$ cat src/rtl/riscv_core_dcache_axi_master.sv
// Bridges the data-cache memory port onto a 64-bit AXI4 master: line fills become
// 4-beat INCR reads assembled into one block, stores become single-beat strobed writes.
module riscv_core_dcache_axi_master #(
  parameter int ADDR_WIDTH     = 64,
  parameter int AXI_DATA_WIDTH = 64,
  parameter int BLOCK_WIDTH    = 256
) (
  input  logic                      i_clk,
  input  logic                      i_rst,
  input  logic                      i_mem_read_req,
  input  logic [ADDR_WIDTH-1:0]     i_mem_read_address,
  output logic                      o_mem_read_done,
  output logic [BLOCK_WIDTH-1:0]    o_block_to_cache,
  input  logic                      i_mem_write_valid,
  input  logic [ADDR_WIDTH-1:0]     i_mem_write_address,
  input  logic [AXI_DATA_WIDTH-1:0] i_mem_write_data,
  input  logic [7:0]                i_mem_write_strobe,
  output logic                      o_mem_write_done,
  output logic                      o_bus_error,
  output logic [ADDR_WIDTH-1:0]     o_araddr,
  output logic [7:0]                o_arlen,
  output logic [2:0]                o_arsize,
  output logic [1:0]                o_arburst,
  output logic                      o_arvalid,
  input  logic                      i_arready,
  input  logic [AXI_DATA_WIDTH-1:0] i_rdata,
  input  logic [1:0]                i_rresp,
  input  logic                      i_rlast,
  input  logic                      i_rvalid,
  output logic                      o_rready,
  output logic [ADDR_WIDTH-1:0]     o_awaddr,
  output logic [7:0]                o_awlen,
  output logic [2:0]                o_awsize,
  output logic [1:0]                o_awburst,
  output logic                      o_awvalid,
  input  logic                      i_awready,
  output logic [AXI_DATA_WIDTH-1:0] o_wdata,
  output logic [7:0]                o_wstrb,
  output logic                      o_wlast,
  output logic                      o_wvalid,
  input  logic                      i_wready,
  input  logic [1:0]                i_bresp,
  input  logic                      i_bvalid,
  output logic                      o_bready
);
  localparam int BEATS    = BLOCK_WIDTH / AXI_DATA_WIDTH;
  localparam int BEAT_W   = $clog2(BEATS);
  localparam int FILL_W   = BLOCK_WIDTH - AXI_DATA_WIDTH;
  localparam int LINE_OFS = $clog2(BLOCK_WIDTH / 8);
  localparam int WORD_OFS = $clog2(AXI_DATA_WIDTH / 8);
  localparam logic [BEAT_W-1:0] LAST_BEAT = BEAT_W'(BEATS - 1);

  typedef enum logic [2:0] {IDLE, RD_ADDR, RD_DATA, DONE_RD, WR, WR_RESP, DONE_WR} state_t;

  state_t                    state_reg, state_next;
  logic [ADDR_WIDTH-1:0]     araddr_reg, araddr_next;
  logic [ADDR_WIDTH-1:0]     awaddr_reg, awaddr_next;
  logic [AXI_DATA_WIDTH-1:0] wdata_reg, wdata_next;
  logic [7:0]                wstrb_reg, wstrb_next;
  logic                      arvalid_reg, arvalid_next;
  logic                      rready_reg, rready_next;
  logic                      awvalid_reg, awvalid_next;
  logic                      wvalid_reg, wvalid_next;
  logic                      bready_reg, bready_next;
  logic [BEAT_W-1:0]         beat_reg, beat_next;
  logic                      err_reg, err_next;
  logic [BLOCK_WIDTH-1:0]    block_reg, block_next;
  logic [FILL_W-1:0]         fill_flat;
  logic                      beat_fire;
  logic                      aw_open, w_open;
  logic                      unused_bits;

  assign beat_fire = (state_reg == RD_DATA) && rready_reg && i_rvalid;
  assign aw_open   = awvalid_reg && !i_awready;
  assign w_open    = wvalid_reg && !i_wready;

  // Beats 0..BEATS-2 wait here; the final beat goes straight into the output block.
  generate
    for (genvar gi = 0; gi < BEATS - 1; gi++) begin : g_lane
      logic [AXI_DATA_WIDTH-1:0] lane_reg;
      always_ff @(posedge i_clk) begin
        if (i_rst)
          lane_reg <= '0;
        else if (beat_fire && beat_reg == BEAT_W'(gi))
          lane_reg <= i_rdata;
      end
      assign fill_flat[gi*AXI_DATA_WIDTH +: AXI_DATA_WIDTH] = lane_reg;
    end
  endgenerate

  always_ff @(posedge i_clk) begin
    if (i_rst) begin
      state_reg   <= IDLE;
      araddr_reg  <= '0;
      awaddr_reg  <= '0;
      wdata_reg   <= '0;
      wstrb_reg   <= '0;
      arvalid_reg <= 1'b0;
      rready_reg  <= 1'b0;
      awvalid_reg <= 1'b0;
      wvalid_reg  <= 1'b0;
      bready_reg  <= 1'b0;
      beat_reg    <= '0;
      err_reg     <= 1'b0;
      block_reg   <= '0;
    end else begin
      state_reg   <= state_next;
      araddr_reg  <= araddr_next;
      awaddr_reg  <= awaddr_next;
      wdata_reg   <= wdata_next;
      wstrb_reg   <= wstrb_next;
      arvalid_reg <= arvalid_next;
      rready_reg  <= rready_next;
      awvalid_reg <= awvalid_next;
      wvalid_reg  <= wvalid_next;
      bready_reg  <= bready_next;
      beat_reg    <= beat_next;
      err_reg     <= err_next;
      block_reg   <= block_next;
    end
  end

  always_comb begin
    state_next   = state_reg;
    araddr_next  = araddr_reg;
    awaddr_next  = awaddr_reg;
    wdata_next   = wdata_reg;
    wstrb_next   = wstrb_reg;
    arvalid_next = arvalid_reg;
    rready_next  = rready_reg;
    awvalid_next = awvalid_reg;
    wvalid_next  = wvalid_reg;
    bready_next  = bready_reg;
    beat_next    = beat_reg;
    err_next     = err_reg;
    block_next   = block_reg;
    unique case (state_reg)
      IDLE: begin
        if (i_mem_write_valid) begin
          awaddr_next  = {i_mem_write_address[ADDR_WIDTH-1:WORD_OFS], {WORD_OFS{1'b0}}};
          wdata_next   = i_mem_write_data;
          wstrb_next   = i_mem_write_strobe;
          awvalid_next = 1'b1;
          wvalid_next  = 1'b1;
          err_next     = 1'b0;
          state_next   = WR;
        end else if (i_mem_read_req) begin
          araddr_next  = {i_mem_read_address[ADDR_WIDTH-1:LINE_OFS], {LINE_OFS{1'b0}}};
          arvalid_next = 1'b1;
          err_next     = 1'b0;
          state_next   = RD_ADDR;
        end
      end
      RD_ADDR: begin
        if (i_arready) begin
          arvalid_next = 1'b0;
          rready_next  = 1'b1;
          beat_next    = '0;
          state_next   = RD_DATA;
        end
      end
      RD_DATA: begin
        if (beat_fire) begin
          beat_next = beat_reg + BEAT_W'(1);
          // rlast must mark exactly the final beat; anything else is a protocol error.
          if (i_rresp[1] || (i_rlast != (beat_reg == LAST_BEAT)))
            err_next = 1'b1;
          if (beat_reg == LAST_BEAT) begin
            rready_next = 1'b0;
            block_next  = {i_rdata, fill_flat};
            state_next  = DONE_RD;
          end
        end
      end
      WR: begin
        if (awvalid_reg && i_awready) awvalid_next = 1'b0;
        if (wvalid_reg && i_wready)   wvalid_next  = 1'b0;
        if (!aw_open && !w_open) begin
          bready_next = 1'b1;
          state_next  = WR_RESP;
        end
      end
      WR_RESP: begin
        if (i_bvalid) begin
          err_next    = i_bresp[1];
          bready_next = 1'b0;
          state_next  = DONE_WR;
        end
      end
      DONE_RD, DONE_WR: state_next = IDLE;
      default: state_next = IDLE;
    endcase
  end

  assign o_mem_read_done  = (state_reg == DONE_RD);
  assign o_mem_write_done = (state_reg == DONE_WR);
  assign o_bus_error      = err_reg && (o_mem_read_done || o_mem_write_done);
  assign o_block_to_cache = block_reg;

  assign o_araddr  = araddr_reg;
  assign o_arlen   = 8'd3;
  assign o_arsize  = 3'd3;
  assign o_arburst = 2'b01;
  assign o_arvalid = arvalid_reg;
  assign o_rready  = rready_reg;
  assign o_awaddr  = awaddr_reg;
  assign o_awlen   = 8'd0;
  assign o_awsize  = 3'd3;
  assign o_awburst = 2'b01;
  assign o_awvalid = awvalid_reg;
  assign o_wdata   = wdata_reg;
  assign o_wstrb   = wstrb_reg;
  assign o_wlast   = wvalid_reg;
  assign o_wvalid  = wvalid_reg;
  assign o_bready  = bready_reg;

  // Offset bits and the low response bits carry no information for this bridge.
  assign unused_bits = ^{i_mem_read_address[LINE_OFS-1:0], i_mem_write_address[WORD_OFS-1:0],
                         i_rresp[0], i_bresp[0]};
endmodule

$ cat config.mk
export PLATFORM = sky130hd
export DESIGN_NAME = riscv_core_dcache_axi_master
export DESIGN_NICKNAME = d
export VERILOG_FILES = /design/src/rtl/riscv_core_dcache_axi_master.sv
export SDC_FILE = /design/constraint.sdc
export NUM_CORES = 1
export LEC_CHECK = 0
export ABC_AREA = 1
export CORE_AREA = 2 2 295 297
export DETAILED_ROUTE_END_ITERATION = 12
export DIE_AREA = 0 0 297 299
export RECOVER_POWER = 25
export SYNTH_ARGS = -nofsm -noshare
export SYNTH_HDL_FRONTEND = slang
export SYNTH_SLANG_ARGS = --single-unit
export TNS_END_PERCENT = 30
$ cat constraint.sdc
create_clock -name i_clk -period 4.44 [get_ports i_clk]
set_clock_uncertainty 0.1 [all_clocks]
set_input_delay 1.11 -clock i_clk [delete_from_list [all_inputs] [get_ports i_clk]]
set_output_delay 1.11 -clock i_clk [all_outputs]
set_load 0.005 [all_outputs]
==> results of run 1 <==
==> cell usage in the layout (no fill, tap or decap), types with 2 or more instances in the layout <==
| master | count |
|---|---|
| o211ai_1 | 2 |
| clkbuf_16 | 74 |
| nor2_1 | 910 |
| o21a_1 | 2 |
| inv_16 | 2 |
| clkinv_16 | 3 |
| dfxtp_1 | 651 |
| clkdlybuf4s50_1 | 721 |
| nand3_1 | 67 |
| diode_2 | 6 |
| a31oi_1 | 2 |
| o21ai_1 | 132 |
| buf_4 | 15 |
| inv_8 | 3 |
| bufinv_16 | 4 |
| nand2_2 | 2 |
| ha_1 | 4 |
| buf_12 | 12 |
| conb_1 | 34 |
| a21oi_1 | 200 |
| clkinv_2 | 11 |
| clkbuf_8 | 22 |
| o21ai_0 | 453 |
| inv_1 | 147 |
| inv_2 | 4 |
| clkbuf_1 | 21 |
| nand2_4 | 2 |
| nand2_1 | 89 |
| nor3_1 | 2 |
| clkbuf_2 | 2 |
==> final timing paths <==
path                                           startpoint                                  end  slack, ps  cells after the start
worst max-delay path                             i_rvalid  g_lane[1].lane_reg[62]$_SDFFE_PP0P_        730                      8
worst min-delay path             o_awaddr[8]$_SDFFE_PP0P_             o_awaddr[8]$_SDFFE_PP0P_        340                      2
worst max register to register  state_reg[0]$_SDFFE_PP0P_  g_lane[1].lane_reg[62]$_SDFFE_PP0P_        900                     10
worst min register to register   o_awaddr[8]$_SDFFE_PP0P_             o_awaddr[8]$_SDFFE_PP0P_        340                      2
==> synth_stat cells (4+ instances only) <==
| cell | n |
|---|---|
| nor2_1 | 909 |
| dfxtp_1 | 651 |
| o21ai_0 | 445 |
| a21oi_1 | 200 |
| inv_1 | 146 |
| o21ai_1 | 140 |
| clkbuf_1 | 110 |
| nand2_1 | 91 |
| buf_2 | 77 |
| nand3_1 | 65 |
| buf_4 | 60 |
| inv_2 | 9 |
| ha_1 | 4 |
==> routing by layer <==
metal | track usage, % | vias to the layer above | part of all wire (%)
li1 | - | 10599 | -
met1 | 21.2 | 9693 | 41
met2 | 30.8 | 619 | 48
met3 | 5.59 | 125 | 7.5
met4 | 6.45 | 14 | 3.3
met5 | 0 | - | 0.099
==> tightest hold or removal path, delay by kind of cell, from the launching register on <==
family          cells  cell delay [ps]
compound gates      1               50
buf+inv             1               40
flops               1              300
==> where the power goes <==
part	internal (mW)	switching [mW]	leakage, nW
sequential	6.26	0.221	5.27
combinational	1.16	1.23	6.75
clock	3.72	2.61	1.25
==> cells by family after synthesis <==
family,count (synthesis),synth area share [%]
AO/OA/AOI/OAI,791,17.2
adder cells (fa/ha/maj),4,0.217
buffers and inverters,404,7.97
flip-flops,651,56.5
other,2,0.0325
AND/OR/NAND/NOR,1076,18.1
==> cell type report <==
| cell class | instances | area [um^2] |
|---|---|---|
| Fill cell | 8781 | 52300 |
| Sequential cell | 651 | 13000 |
| Multi-Input combinational cell | 1905 | 8320 |
| Timing Repair Buffer | 760 | 7630 |
| Clock buffer | 110 | 2210 |
| Tap cell | 1155 | 1450 |
| Inverter | 155 | 599 |
| Clock inverter | 23 | 348 |
| Antenna cell | 6 | 15.0 |
==> per-stage QoR <==
step,std cells,util [%],setup slack [ps]
2_1_floorplan,2960,-,2170
3_3_place_gp,4626,36.2,996
3_5_place_dp,4626,36.2,992
4_1_cts,4759,39.2,919
5_1_grt,4759,39.1,441
6_report,4765,39.1,732
==> metrics, run 1 <==
initial antenna violation count=13; Synth area leaders=dfxtp_1, nor2_1, o21ai_0, a21oi_1, o21ai_1; Total Power=around 15 mW; die extent in y=299 um; max frequency=approximately 0.27 GHz; status=complete, but fails checks; Final Wtd Congestion=between 0.8 and 0.9; Initial Utilization=~27%; DP Area=between 0.03 and 0.04 mm^2; TritonCTS clock tree=built; hold crit path type=reg -> reg; WP buf/inv=4; Crit Path Max Fanout=37; Ports=769; crit start category=primary input; final routed DRC violation total=0; Synth Instances=2,928; setup TNS=0 ps; clock buffer count from CTS=between 70 and 80; overall routing resource usage=about 18%; post-layout instance area=roughly 0.034 mm^2; number of flops mapped to enable cells by yosys=0; Most used DFF post-synth=dfxtp_1; post-CTS setup buffers=0; vias in the first global route=19,646; asr flop ratio synth=0%; Tightest Pin Transition=between 3000 and 4000 ps; pins over their slew limit=160; post-synth top area share=between 50% and 60%; dominant cell type by area after synthesis=dfxtp_1; CP Class=in -> reg; largest net degree at the start of global routing=about 170; clk sink count=approximately 650; post-DP HPWL=approximately 56,000 um; grt total ovfl=0; initial DRC count=between 1,000 and 1,500; Final period util=between 80% and 90%; cell family with most CP delay=buffers and inverters; Setup crit end kind=flip-flop; die footprint=about 0.089 mm^2; max reg flops=approximately 260; via count=about 21,000; wire length per cell=17.5 um; Port-buffer cells=between 700 and 800; synth warn=0; Max VDD drop=about 0.00037 V; Static Leakage=13.3 nW; layout cell share with drive strength beyond 1=roughly 4.6%; total wire length=83,200 um; Antenna Nets Post-Route=0; Longest Clk Path Bufs=3; # setup viols final=0; critical path, cell by cell=clkdlybuf4s50_1, nand3_1, inv_1, nand2_4, clkbuf_1, buf_4, o21ai_0, nor2_1; failing checks=max-capacitance violations, max-slew violations; number of synthesized register bits=roughly 650; Avg Cell Area, Syn=approximately 8 um^2; clock latency on the worst-skew pair=roughly 620 ps; CTS Hold Buffers Added=0; unrepaired setup endpoints after global routing=no; Area Overhead vs Synth=45.6%; sequential fraction of the synthesis area=56.5%; worst endpoint required time=slightly below 5000 ps; Largest stage delay, worst path=1330 ps; Fin. Hold Viols=0; # nets final=about 3,800; Pwr Density=around 450 mW/mm^2; max_cap viols=3; Synth Cell Area=between 0.02 and 0.025 mm^2; Via density=about 4.4; clock root buffer=clkbuf_16; 1st-pass router iterations=5; Synth cell types=26; Die Width=~300 um; Tmin final=between 3000 and 4000 ps; core area=0.0859 mm^2; hold_ws=approximately 340 ps; # rows=108; Slew HR=-108%; CTS clk-pin slew, worst paths=about 60 ps; Slowest cell on crit path=clkbuf_1; H-tree depth=3; critical path data arrival time=between 4000 and 5000 ps; # resized after CTS=0; first-pass GRT wire length=124,000 um
(Power assumes the default switching activity.)
==> inputs of run 2 (changes only) <==
- CORE_AREA: 2 2 295 297 -> 2 2 296 298
- DIE_AREA: 0 0 297 299 -> 0 0 298 300
- clock period: 4.44 -> 3.8 ns (I/O delays scaled with it)
==> metrics, run 2 (synthesis results as in run 1) <==
critical path, cell by cell=dlygate4sd3_1, nand2_1, nor2_1, buf_12, clkbuf_2, o21ai_0, nor2_1; commonest non-fill, non-tap cell in the layout=nor2_1; most frequent CP cell=nor2_1; overall routing resource usage=18.1%; Pwr Density=about 530 mW/mm^2; Flop pwr share=between 40% and 50%; CTS Hold Buffers Added=0; first-pass GRT wire length=roughly 130,000 um; largest net degree at the start of global routing=a little over 200; grt total ovfl=0; Antenna Nets Post-Route=0; Tmin final=roughly 3300 ps; Area Overhead vs Synth=45.6%; Die Width=298 um; # rows=~110; DP Area=slightly above 0.03 mm^2; total wire length=84,200 um; Crit Reg-Reg Endpoint=o_block_to_cache[184]$_SDFFE_PP0P_; post-CTS setup buffers=0; core area=approximately 0.086 mm^2; sw power=around 4.7 mW; via count=21,083; layout cell share with drive strength beyond 1=under 10%; switching part of the total power=26.8%; Longest Clk Path Bufs=3; wire length per cell=17.7 um; max frequency=approximately 0.30 GHz; clock latency on the worst-skew pair=610 ps; post-DP HPWL=between 50,000 and 60,000 um; status=complete, but fails checks; reg2reg start=state_reg[0]$_SDFFE_PP0P_; Clk pwr share=between 40% and 50%; critical path data arrival time=approximately 3700 ps; Setup crit start=i_rvalid; Reg2Reg Setup Slack=750 ps; H-tree depth=3; Fin. Hold Viols=0; CP Class=in -> reg; unrepaired setup endpoints after global routing=no; Ports=769; Comb power frac=between 15 and 20%; Cell Int Power=between 10 and 15 mW; Setup crit end kind=flip-flop; Max VDD drop=0.000343 V; Final period util=86.5%; # setup viols final=0; Slew HR=-14.5%; clock buffer count from CTS=74; Tightest Pin Transition=approximately 1700 ps; die extent in y=about 300 um; clk sink count=between 600 and 700; Port-buffer cells=just over 700; CTS clk-pin slew, worst paths=roughly 60 ps; worst reg2reg path depth=9; Crit Path Max Fanout=64; critical path endpoint=o_block_to_cache[184]$_SDFFE_PP0P_; pins over their slew limit=119; hold crit path type=reg -> reg; worst endpoint required time=about 4300 ps; max reg flops=~260; crit start category=primary input; Largest stage delay, worst path=890 ps; Initial Utilization=~27%; initial antenna violation count=21; clock root buffer=clkbuf_16; # nets final=3,833; vias in the first global route=just over 20,000; final routed DRC violation total=0; setup TNS=0 ps; Static Leakage=about 13 nW; Via density=4.43; # resized after CTS=0; failing checks=max-capacitance violations, max-slew violations; initial DRC count=1,240; most frequent cells in the layout=nor2_1, clkdlybuf4s50_1, dfxtp_1, o21ai_0, a21oi_1; post-layout instance area=between 0.03 and 0.04 mm^2; die footprint=~0.089 mm^2; 1st-pass router iterations=5; max_cap viols=2; TritonCTS clock tree=built; Final Wtd Congestion=between 0.7 and 0.8; Slowest cell on crit path=clkbuf_2
==> run 2: worst max-delay path, delay by kind of cell <==
family / cells / cell delay (ps)
simple gates: 3 / 710
buf+inv: 3 / 1800
compound gates: 1 / 190
==> run 2: how the worst min path moves through the flow <==
stage                                end                       from  cells after the start  slack (ps)
6_report        o_awaddr[4]$_SDFFE_PP0P_   o_awaddr[4]$_SDFFE_PP0P_                      2         340
5_1_grt        o_awaddr[49]$_SDFFE_PP0P_  o_awaddr[49]$_SDFFE_PP0P_                      2         360
4_1_cts        o_awaddr[21]$_SDFFE_PP0P_  o_awaddr[21]$_SDFFE_PP0P_                      2         340
3_5_place_dp    o_wdata[26]$_SDFFE_PP0P_   o_wdata[26]$_SDFFE_PP0P_                      2         330
3_3_place_gp    o_wdata[15]$_SDFFE_PP0P_   o_wdata[15]$_SDFFE_PP0P_                      2         330
2_1_floorplan  o_awaddr[36]$_SDFFE_PP0P_  o_awaddr[36]$_SDFFE_PP0P_                      2         340
==> run 2: metal layers <==
metal / share of wire, % / wire length (um) / up-vias / track usage (%)
met3: 8.3 / 7010 / 188 / 5.93
met5: 0.17 / 144 / - / 0
met4: 4.8 / 4000 / 24 / 8.49
li1: - / - / 10581 / -
met2: 48 / 40000 / 679 / 30.7
met1: 39 / 33000 / 9611 / 20.7
==> run 2: power by group through the flow <==
stage	registers (mW)	clock network, mW	logic [mW]
global placement	7.72	0	2.83
floorplan	7.74	0	1.11
finish	7.59	7.34	2.76
CTS	7.59	7.57	2.85
detailed placement	7.73	0	2.84
global route	7.64	7.87	3.03
==> run 2: through the flow <==
stage	setup slack [ps]	total power, mW	hold WS, ps	std cells	utilization [%]
2_1_floorplan	1690	8.85	340	2960	-
3_3_place_gp	713	10.6	330	4630	36.1
3_5_place_dp	690	10.6	335	4630	36.1
4_1_cts	469	18.0	343	4762	39.1
5_1_grt	282	18.5	358	4763	39.0
6_report	514	17.7	340	4764	39.0
==> run 2: cell type report <==
class | count | area (um^2)
Antenna cell | 2 | 5.00
Clock buffer | 101 | 2070
Clock inverter | 31 | 434
Fill cell | 8929 | 52600
Inverter | 155 | 599
Multi-Input combinational cell | 1905 | 8320
Sequential cell | 651 | 13000
Tap cell | 1155 | 1450
Timing Repair Buffer | 764 | 7690
